$ cat src/rtl/mdu_pkg.sv
`default_nettype none
// ============================================================================
// Module      : mdu_pkg
// Description : Shared op-codes, FSM state type and op decode helpers for the
//               iterative multiply/divide unit.
// Revision    : 1.0 - initial release
// ============================================================================
package mdu_pkg;

    // ALU control encodings that launch the multiply/divide unit
    localparam logic [3:0] OP_MULT  = 4'b1010;
    localparam logic [3:0] OP_MULTU = 4'b1011;
    localparam logic [3:0] OP_DIV   = 4'b1111;
    localparam logic [3:0] OP_DIVU  = 4'b1110;

    // Sequencer states, explicitly encoded
    typedef enum logic [1:0] {
        IDLE = 2'd0,
        MUL  = 2'd1,
        DIV  = 2'd2,
        FIX  = 2'd3
    } state_t;

    // True for any of the four codes this unit executes
    function automatic logic op_is_legal(input logic [3:0] op);
        return (op == OP_MULT) || (op == OP_MULTU) ||
               (op == OP_DIV)  || (op == OP_DIVU);
    endfunction

    // True for the signed variants
    function automatic logic op_is_signed(input logic [3:0] op);
        return (op == OP_MULT) || (op == OP_DIV);
    endfunction

    // True for the divide variants
    function automatic logic op_is_div(input logic [3:0] op);
        return (op == OP_DIV) || (op == OP_DIVU);
    endfunction

endpackage
`default_nettype wire

$ cat src/rtl/mdu_iterative_if.sv
`default_nettype none
// ============================================================================
// Module      : mdu_iterative_if
// Description : Launch / result bundle between the datapath and the
//               multiply/divide unit. The datapath is master, the unit slave.
// Revision    : 1.0 - initial release
// ============================================================================
interface mdu_iterative_if #(
    parameter int WIDTH = 32
);
    logic             start;
    logic [3:0]       op;
    logic [WIDTH-1:0] a;
    logic [WIDTH-1:0] b;
    logic             busy;
    logic             done;
    logic             div_by_zero;
    logic [WIDTH-1:0] hi;
    logic [WIDTH-1:0] lo;

    modport master (
        output start, op, a, b,
        input  busy, done, div_by_zero, hi, lo
    );

    modport slave (
        input  start, op, a, b,
        output busy, done, div_by_zero, hi, lo
    );
endinterface
`default_nettype wire

$ cat src/rtl/mdu_iterative.sv
`default_nettype none
// ============================================================================
// Module      : mdu_iterative
// Description : Iterative signed/unsigned multiply and divide with HI/LO
//               registers. Works on operand magnitudes through a shared
//               shift/add-subtract accumulator, then sign-corrects in FIX.
//               Latency is WIDTH+1 cycles from the accepted start edge.
// Revision    : 1.0 - initial release
// ============================================================================
module mdu_iterative
    import mdu_pkg::*;
#(
    parameter int WIDTH = 32
) (
    input  logic            clk,
    input  logic            rst,
    mdu_iterative_if.slave  bus
);

    localparam int                 c_CNT_W     = $clog2(WIDTH) + 1;
    localparam logic [c_CNT_W-1:0] c_LAST_ITER = c_CNT_W'(WIDTH - 1);
    localparam logic [c_CNT_W-1:0] c_CNT_ONE   = c_CNT_W'(1);

    // Two's-complement negate when requested; the most negative value maps
    // onto itself, which read as unsigned is exactly its magnitude.
    function automatic logic [WIDTH-1:0] f_neg_if(input logic [WIDTH-1:0] v,
                                                  input logic             neg);
        return neg ? -v : v;
    endfunction

    function automatic logic [2*WIDTH-1:0] f_neg2_if(input logic [2*WIDTH-1:0] v,
                                                     input logic               neg);
        return neg ? -v : v;
    endfunction

    // ------------------------------------------------------------------------
    // State and datapath registers
    // ------------------------------------------------------------------------
    state_t               r_state;
    logic [c_CNT_W-1:0]   r_cnt;
    logic [2*WIDTH-1:0]   r_acc;     // {partial product | remainder, multiplier | dividend}
    logic [WIDTH-1:0]     r_opd;     // multiplicand or divisor magnitude
    logic [WIDTH-1:0]     r_a_raw;   // raw dividend, returned as HI on divide by zero
    logic                 r_is_div;
    logic                 r_b_zero;
    logic                 r_neg_q;   // negate product / quotient
    logic                 r_neg_r;   // negate remainder
    logic                 r_busy;
    logic                 r_done;
    logic                 r_dbz;
    logic [WIDTH-1:0]     r_hi;
    logic [WIDTH-1:0]     r_lo;

    // ------------------------------------------------------------------------
    // Launch decode and operand magnitudes
    // ------------------------------------------------------------------------
    logic                 w_legal;
    logic                 w_signed;
    logic                 w_div;
    logic                 w_a_neg;
    logic                 w_b_neg;
    logic [WIDTH-1:0]     w_a_abs;
    logic [WIDTH-1:0]     w_b_abs;

    assign w_legal  = op_is_legal(bus.op);
    assign w_signed = op_is_signed(bus.op);
    assign w_div    = op_is_div(bus.op);
    assign w_a_neg  = w_signed & bus.a[WIDTH-1];
    assign w_b_neg  = w_signed & bus.b[WIDTH-1];
    assign w_a_abs  = f_neg_if(bus.a, w_a_neg);
    assign w_b_abs  = f_neg_if(bus.b, w_b_neg);

    // ------------------------------------------------------------------------
    // Iteration step: shift-add for multiply, restoring subtract for divide
    // ------------------------------------------------------------------------
    logic [WIDTH:0]       w_mul_sum;
    logic [WIDTH:0]       w_div_trial;
    logic [WIDTH:0]       w_div_diff;

    assign w_mul_sum   = {1'b0, r_acc[2*WIDTH-1:WIDTH]} +
                         {1'b0, (r_acc[0] ? r_opd : {WIDTH{1'b0}})};
    // Remainder shifted left with the next dividend bit appended
    assign w_div_trial = r_acc[2*WIDTH-1:WIDTH-1];
    assign w_div_diff  = w_div_trial - {1'b0, r_opd};

    // ------------------------------------------------------------------------
    // Sign correction of the finished magnitudes
    // ------------------------------------------------------------------------
    logic [2*WIDTH-1:0]   w_prod_fix;
    logic [WIDTH-1:0]     w_quo_fix;
    logic [WIDTH-1:0]     w_rem_fix;

    assign w_prod_fix = f_neg2_if(r_acc, r_neg_q);
    assign w_quo_fix  = f_neg_if(r_acc[WIDTH-1:0], r_neg_q);
    assign w_rem_fix  = f_neg_if(r_acc[2*WIDTH-1:WIDTH], r_neg_r);

    // Sequencer: capture on start, iterate WIDTH times, sign-fix and write HI/LO
    always_ff @(posedge clk or posedge rst) begin
        if (rst) begin
            r_state  <= IDLE;
            r_cnt    <= '0;
            r_acc    <= '0;
            r_opd    <= '0;
            r_a_raw  <= '0;
            r_is_div <= 1'b0;
            r_b_zero <= 1'b0;
            r_neg_q  <= 1'b0;
            r_neg_r  <= 1'b0;
            r_busy   <= 1'b0;
            r_done   <= 1'b0;
            r_dbz    <= 1'b0;
            r_hi     <= '0;
            r_lo     <= '0;
        end else begin
            r_done <= 1'b0;
            case (r_state)
                IDLE: begin
                    if (bus.start && w_legal) begin
                        r_busy   <= 1'b1;
                        r_dbz    <= 1'b0;
                        r_cnt    <= '0;
                        r_a_raw  <= bus.a;
                        r_is_div <= w_div;
                        r_b_zero <= (bus.b == '0);
                        r_neg_q  <= w_a_neg ^ w_b_neg;
                        r_neg_r  <= w_a_neg;
                        if (w_div) begin
                            r_acc   <= {{WIDTH{1'b0}}, w_a_abs};
                            r_opd   <= w_b_abs;
                            r_state <= DIV;
                        end else begin
                            r_acc   <= {{WIDTH{1'b0}}, w_b_abs};
                            r_opd   <= w_a_abs;
                            r_state <= MUL;
                        end
                    end
                end
                MUL: begin
                    r_acc <= {w_mul_sum, r_acc[WIDTH-1:1]};
                    r_cnt <= r_cnt + c_CNT_ONE;
                    if (r_cnt == c_LAST_ITER) begin
                        r_state <= FIX;
                    end
                end
                DIV: begin
                    // A trial with its top bit set always exceeds the divisor,
                    // so a non-negative difference is the only subtract test.
                    if (!w_div_diff[WIDTH]) begin
                        r_acc <= {w_div_diff[WIDTH-1:0], r_acc[WIDTH-2:0], 1'b1};
                    end else begin
                        r_acc <= {r_acc[2*WIDTH-2:0], 1'b0};
                    end
                    r_cnt <= r_cnt + c_CNT_ONE;
                    if (r_cnt == c_LAST_ITER) begin
                        r_state <= FIX;
                    end
                end
                FIX: begin
                    r_busy  <= 1'b0;
                    r_done  <= 1'b1;
                    r_state <= IDLE;
                    if (r_is_div) begin
                        if (r_b_zero) begin
                            r_hi  <= r_a_raw;
                            r_lo  <= {WIDTH{1'b1}};
                            r_dbz <= 1'b1;
                        end else begin
                            r_hi  <= w_rem_fix;
                            r_lo  <= w_quo_fix;
                        end
                    end else begin
                        r_hi <= w_prod_fix[2*WIDTH-1:WIDTH];
                        r_lo <= w_prod_fix[WIDTH-1:0];
                    end
                end
                default: begin
                    r_state <= IDLE;
                end
            endcase
        end
    end

    assign bus.busy        = r_busy;
    assign bus.done        = r_done;
    assign bus.div_by_zero = r_dbz;
    assign bus.hi          = r_hi;
    assign bus.lo          = r_lo;

endmodule
`default_nettype wire

$ cat src/flat_wrapper.sv
// flat-port wrapper written by rule: the top's interface ports become plain ports
module mdu_iterative_flat import mdu_pkg::*;
#(
    parameter int WIDTH = 32
)
  (clk, rst, bus_start, bus_op, bus_a, bus_b, bus_busy, bus_done, bus_div_by_zero, bus_hi, bus_lo);
  mdu_iterative_if #(.WIDTH(WIDTH)) bus_i ();
  input  logic clk;
  input  logic rst;
  input wire logic [$bits(bus_i.start)-1:0] bus_start;
  input wire logic [$bits(bus_i.op)-1:0] bus_op;
  input wire logic [$bits(bus_i.a)-1:0] bus_a;
  input wire logic [$bits(bus_i.b)-1:0] bus_b;
  output wire logic [$bits(bus_i.busy)-1:0] bus_busy;
  output wire logic [$bits(bus_i.done)-1:0] bus_done;
  output wire logic [$bits(bus_i.div_by_zero)-1:0] bus_div_by_zero;
  output wire logic [$bits(bus_i.hi)-1:0] bus_hi;
  output wire logic [$bits(bus_i.lo)-1:0] bus_lo;
  assign bus_i.start = bus_start;
  assign bus_i.op = bus_op;
  assign bus_i.a = bus_a;
  assign bus_i.b = bus_b;
  assign bus_busy = bus_i.busy;
  assign bus_done = bus_i.done;
  assign bus_div_by_zero = bus_i.div_by_zero;
  assign bus_hi = bus_i.hi;
  assign bus_lo = bus_i.lo;
  mdu_iterative #(.WIDTH(WIDTH)) u_core (.clk(clk), .rst(rst), .bus(bus_i));
endmodule
$ cat config.mk
export PLATFORM = sky130hd
export DESIGN_NAME = mdu_iterative_flat
export DESIGN_NICKNAME = d
export VERILOG_FILES = /design/src/rtl/mdu_pkg.sv /design/src/rtl/mdu_iterative_if.sv /design/src/rtl/mdu_iterative.sv /design/src/flat_wrapper.sv
export SDC_FILE = /design/constraint.sdc
export NUM_CORES = 1
export LEC_CHECK = 0
export BUFFER_PORTS_ARGS = -buffer_cell sky130_fd_sc_hd__buf_2
export CAP_MARGIN = 40
export CORE_ASPECT_RATIO = 0.6
export CORE_MARGIN = 4
export CORE_UTILIZATION = 55
export CTS_CLUSTER_DIAMETER = 150
export CTS_CLUSTER_SIZE = 24
export DETAILED_ROUTE_END_ITERATION = 6
export PLACE_DENSITY = 0.74
export SLEW_MARGIN = 40
export SYNTH_ARGS = -nofsm -noshare
export SYNTH_HDL_FRONTEND = slang
export SYNTH_SLANG_ARGS = --single-unit
$ cat constraint.sdc
create_clock -name clk -period 16.85 [get_ports clk]
set_input_delay 3.37 -clock clk [delete_from_list [all_inputs] [get_ports clk]]
set_output_delay 3.37 -clock clk [all_outputs]
set_load 0.02 [all_outputs]
==> impl_metrics.tcl <==
set metrics [dict create \
    status "finished with violations" \
    violations "DRC" \
    setup_viol 0 \
    final.setup.worst_slack_ns 10.75 \
    peakVddDrop_uv 150 \
    p_int_mw 1.68 \
    crit_required_ns 17.21 \
    swShare_pct 54.0 \
    clk_latency_ns 0.51 \
    core_sq_um 29100 \
    post_cts_buffers 0 \
    cts_hold_buf 0 \
    overflow 0 \
    syn_inst 2066 \
    synthTopCellsByArea "dfrtp_1 32%, xnor2_1 6.1%, nand2_1 6.1%" \
    grt_pass1_wl_mm 90.2 \
    min_period_ns 6.10 \
    ys_types 74 \
    p_per_area_nw_per_um2 208 \
    critical_path_class "in -> reg" \
    holdPathStages 2 \
    syn_area_sq_um 16400 \
    grt_max_degree 90 \
    drive_gt1_share_pct 10.3 \
    syn_area_per_cell_sq_um 7.93 \
    ctsResizeCount 0 \
    hpwl_mm 44.3 \
    path_clk_slew_ns 0.11 \
    tns_ns 0 \
    ys.flop_type "dfrtp_1" \
    cts_buffers 12 \
    worst-path-stages 11 \
    routed_via_density 6.59 \
    worstPathMaxFanout 5 \
    worstHoldPathType "reg -> reg" \
    portBuffers 137 \
    nNetsFinal 2234 \
    postRouteAntennaNets 0 \
    routed_wl_mm 58.6 \
    ys_seq_area_share_pct 31.6 \
    tightest_slew_ns 0.818 \
    place_congestion 1.07 \
    critPathSlowestCell "or4_1" \
    path_delay_family "simple AND/OR/NAND/NOR gates" \
    finClkSkew_ns 0.0434 \
    clock.fmax_mhz 164 \
    drtIter0Drc 2410 \
    drcViolationCount 28 \
    synth_edf_count 0 \
    crit_path_start_kind "input port" \
    die_height_microns 142 \
    grt_pass1_vias 15000 \
    fin_total_pwr_mw 3.65 \
    pwr-share-comb_pct 62.9 \
    initial_core_util_pct 56.4 \
    ys_seq_elements 207 \
    pwr-share-clk_pct 9.0 \
    antenna_found_initial 1 \
    track_usage_pct 35.0 \
    multiInputGateArea_sq_um 10500 \
    worstPathCellList "buf_2 > or4_1 > nor4_1 > nor3b_1 > nand2_1 > or2_2 > o31ai_1 > xor2_1 > nor2_1 > a21oi_1 > o221ai_1" \
    preCtsSetupSlack_ns 10.29 \
    pin_count 138 \
    num-fill-cells 2744 \
    cts_max_path_buffers 3 \
    leakage_nw 7.63 \
    layout.cells.most_common "nand2_1" \
    layout_worst_path_cycle_share_pct 36.2 \
    arrival_ns 6.46 \
    regArea_sq_um 5180 \
    final_cell_mix "264 x nand2_1, 204 x dfrtp_1, 203 x nor2_1" \
    finalHoldViolations 0 \
    clock_sinks 207 \
    h-tree-depth 1 \
    routedWlPerCell_microns 23.5 \
    synth_nets 2212 \
    pwr-share-seq_pct 28.1 \
    critPathBufInv 1 \
    synth_warnings 0 \
    yosysTopAreaCell "dfrtp_1" \
    cts_tree "done" \
    cts-root-buf "clkbuf_16" \
    max_stage_delay_ns 0.59 \
    firstDrtPassIters 7 \
    synthArstFlopShare_pct 100 \
    die_x_microns 231 \
    end_kind "flop" \
    max-cap-violations 0 \
    rr_worst_depth 14 \
    vias 16400 \
    dieArea_sq_um 32700 \
    synth_top_area_share_pct 31.6 \
    slew_viol_final 0 \
    p_sw_mw 1.97 \
    area_growth_pct 7.24 \
    rsz0062_at_grt "false" \
    slew_headroom_pct 44.9 \
    rows 48 \
]
## tightest hold or removal path: cells and delay by family, from the launching register on
family,cells,cell delay [ns]
and+or+nand+nor,2,0.09
DFF,1,0.36
## cells in the mapped netlist (26+ instances only)
cell and number:
nand2_1 265, dfrtp_1 207, nor2_1 205, a21oi_1 182, o21ai_0 176, clkbuf_1 126
xnor2_1 115, xor2_1 85, ha_1 73, inv_1 65, mux2i_1 59, a22oi_1 54
o221ai_1 42, o31ai_1 29, a21o_1 26, nand2b_1 26
## final timing paths
kind | to | startpoint | slack, ns
max | u_core.r_acc[26] | bus_b[8] | 10.75
min | u_core.r_neg_q | u_core.r_neg_q | 0.48
max reg2reg | u_core.r_acc[33] | u_core.r_acc[31] | 12.09
min reg2reg | u_core.r_neg_q | u_core.r_neg_q | 0.48
max in group asynchronous | u_core.r_neg_q | rst | 12.77
min in group asynchronous | u_core.bus.lo[7] | rst | 2.96
## sequential cells by signal (all words and copies together), names as in the netlist
| name | cells |
|---|---|
| u_core.r_neg_r | 1 |
| u_core.bus.busy | 1 |
| u_core.r_is_div | 1 |
| u_core.r_state | 2 |
| u_core.r_opd | 32 |
| u_core.r_a_raw | 32 |
| u_core.bus.div_by_zero | 1 |
| u_core.r_b_zero | 1 |
| u_core.bus.hi | 32 |
| u_core.r_neg_q | 1 |
| u_core.r_acc | 64 |
| u_core.bus.lo | 32 |
| u_core.bus.done | 1 |
| u_core.r_cnt | 6 |
## cells by family (layout without fill, tap and decap cells)
kind of cell | Yosys count | in the layout | synth area share [%]
other | 0 | 1 | 0
multiplexers | 66 | 66 | 4.08
flip-flops | 207 | 207 | 31.6
AO/OA/AOI/OAI | 644 | 644 | 24.7
buffers and inverters | 214 | 238 | 5.03
AND/OR/NAND/NOR | 660 | 660 | 18.1
XOR/XNOR | 200 | 200 | 10.7
adder cells (fa/ha/maj) | 75 | 75 | 5.82
## cell type report
cell class	count	area share, %
inverter	66	1.45
clock inverter	1	0.0641
antenna	1	0.0142
tap	400	2.85
multi-input combinational	1645	59.5
sequential	207	29.5
clock buffer	15	1.89
timing repair buffer	156	4.75
## through the flow
| step | cells | instance area [sq um] | utilization [%] | hold WS [ns] |
|---|---|---|---|---|
| after CTS | 2490 | 17600 | 60.4 | 0.484 |
| after global placement | 2474 | 17200 | 59.2 | 0.456 |
| after floorplan | 2066 | 16400 | - | 0.440 |
| final | 2491 | 17600 | 60.5 | 0.482 |
| after detailed placement | 2474 | 17200 | 59.2 | 0.460 |
| after global routing | 2491 | 17600 | 60.5 | 0.507 |
## power by group through the flow
stage	Sequential, mW	Clock (mW)	Combinational [mW]
2_1_floorplan	0.936	0	1.62
3_3_place_gp	1.00	0	2.18
3_5_place_dp	1.01	0	2.22
4_1_cts	1.00	0.328	2.23
5_1_grt	1.04	0.344	2.50
6_report	1.03	0.327	2.29
## metal layers
metal / vias up / wire length (microns) / GRT usage, %
met3: 113 / 8430 / 11.4
met4: 0 / 1510 / 7.90
met1: 7846 / 26000 / 54.1
met2: 1071 / 22600 / 46.8
li1: 7381 / - / -
met5: - / 0 / 0
(Power assumes the default switching activity.)
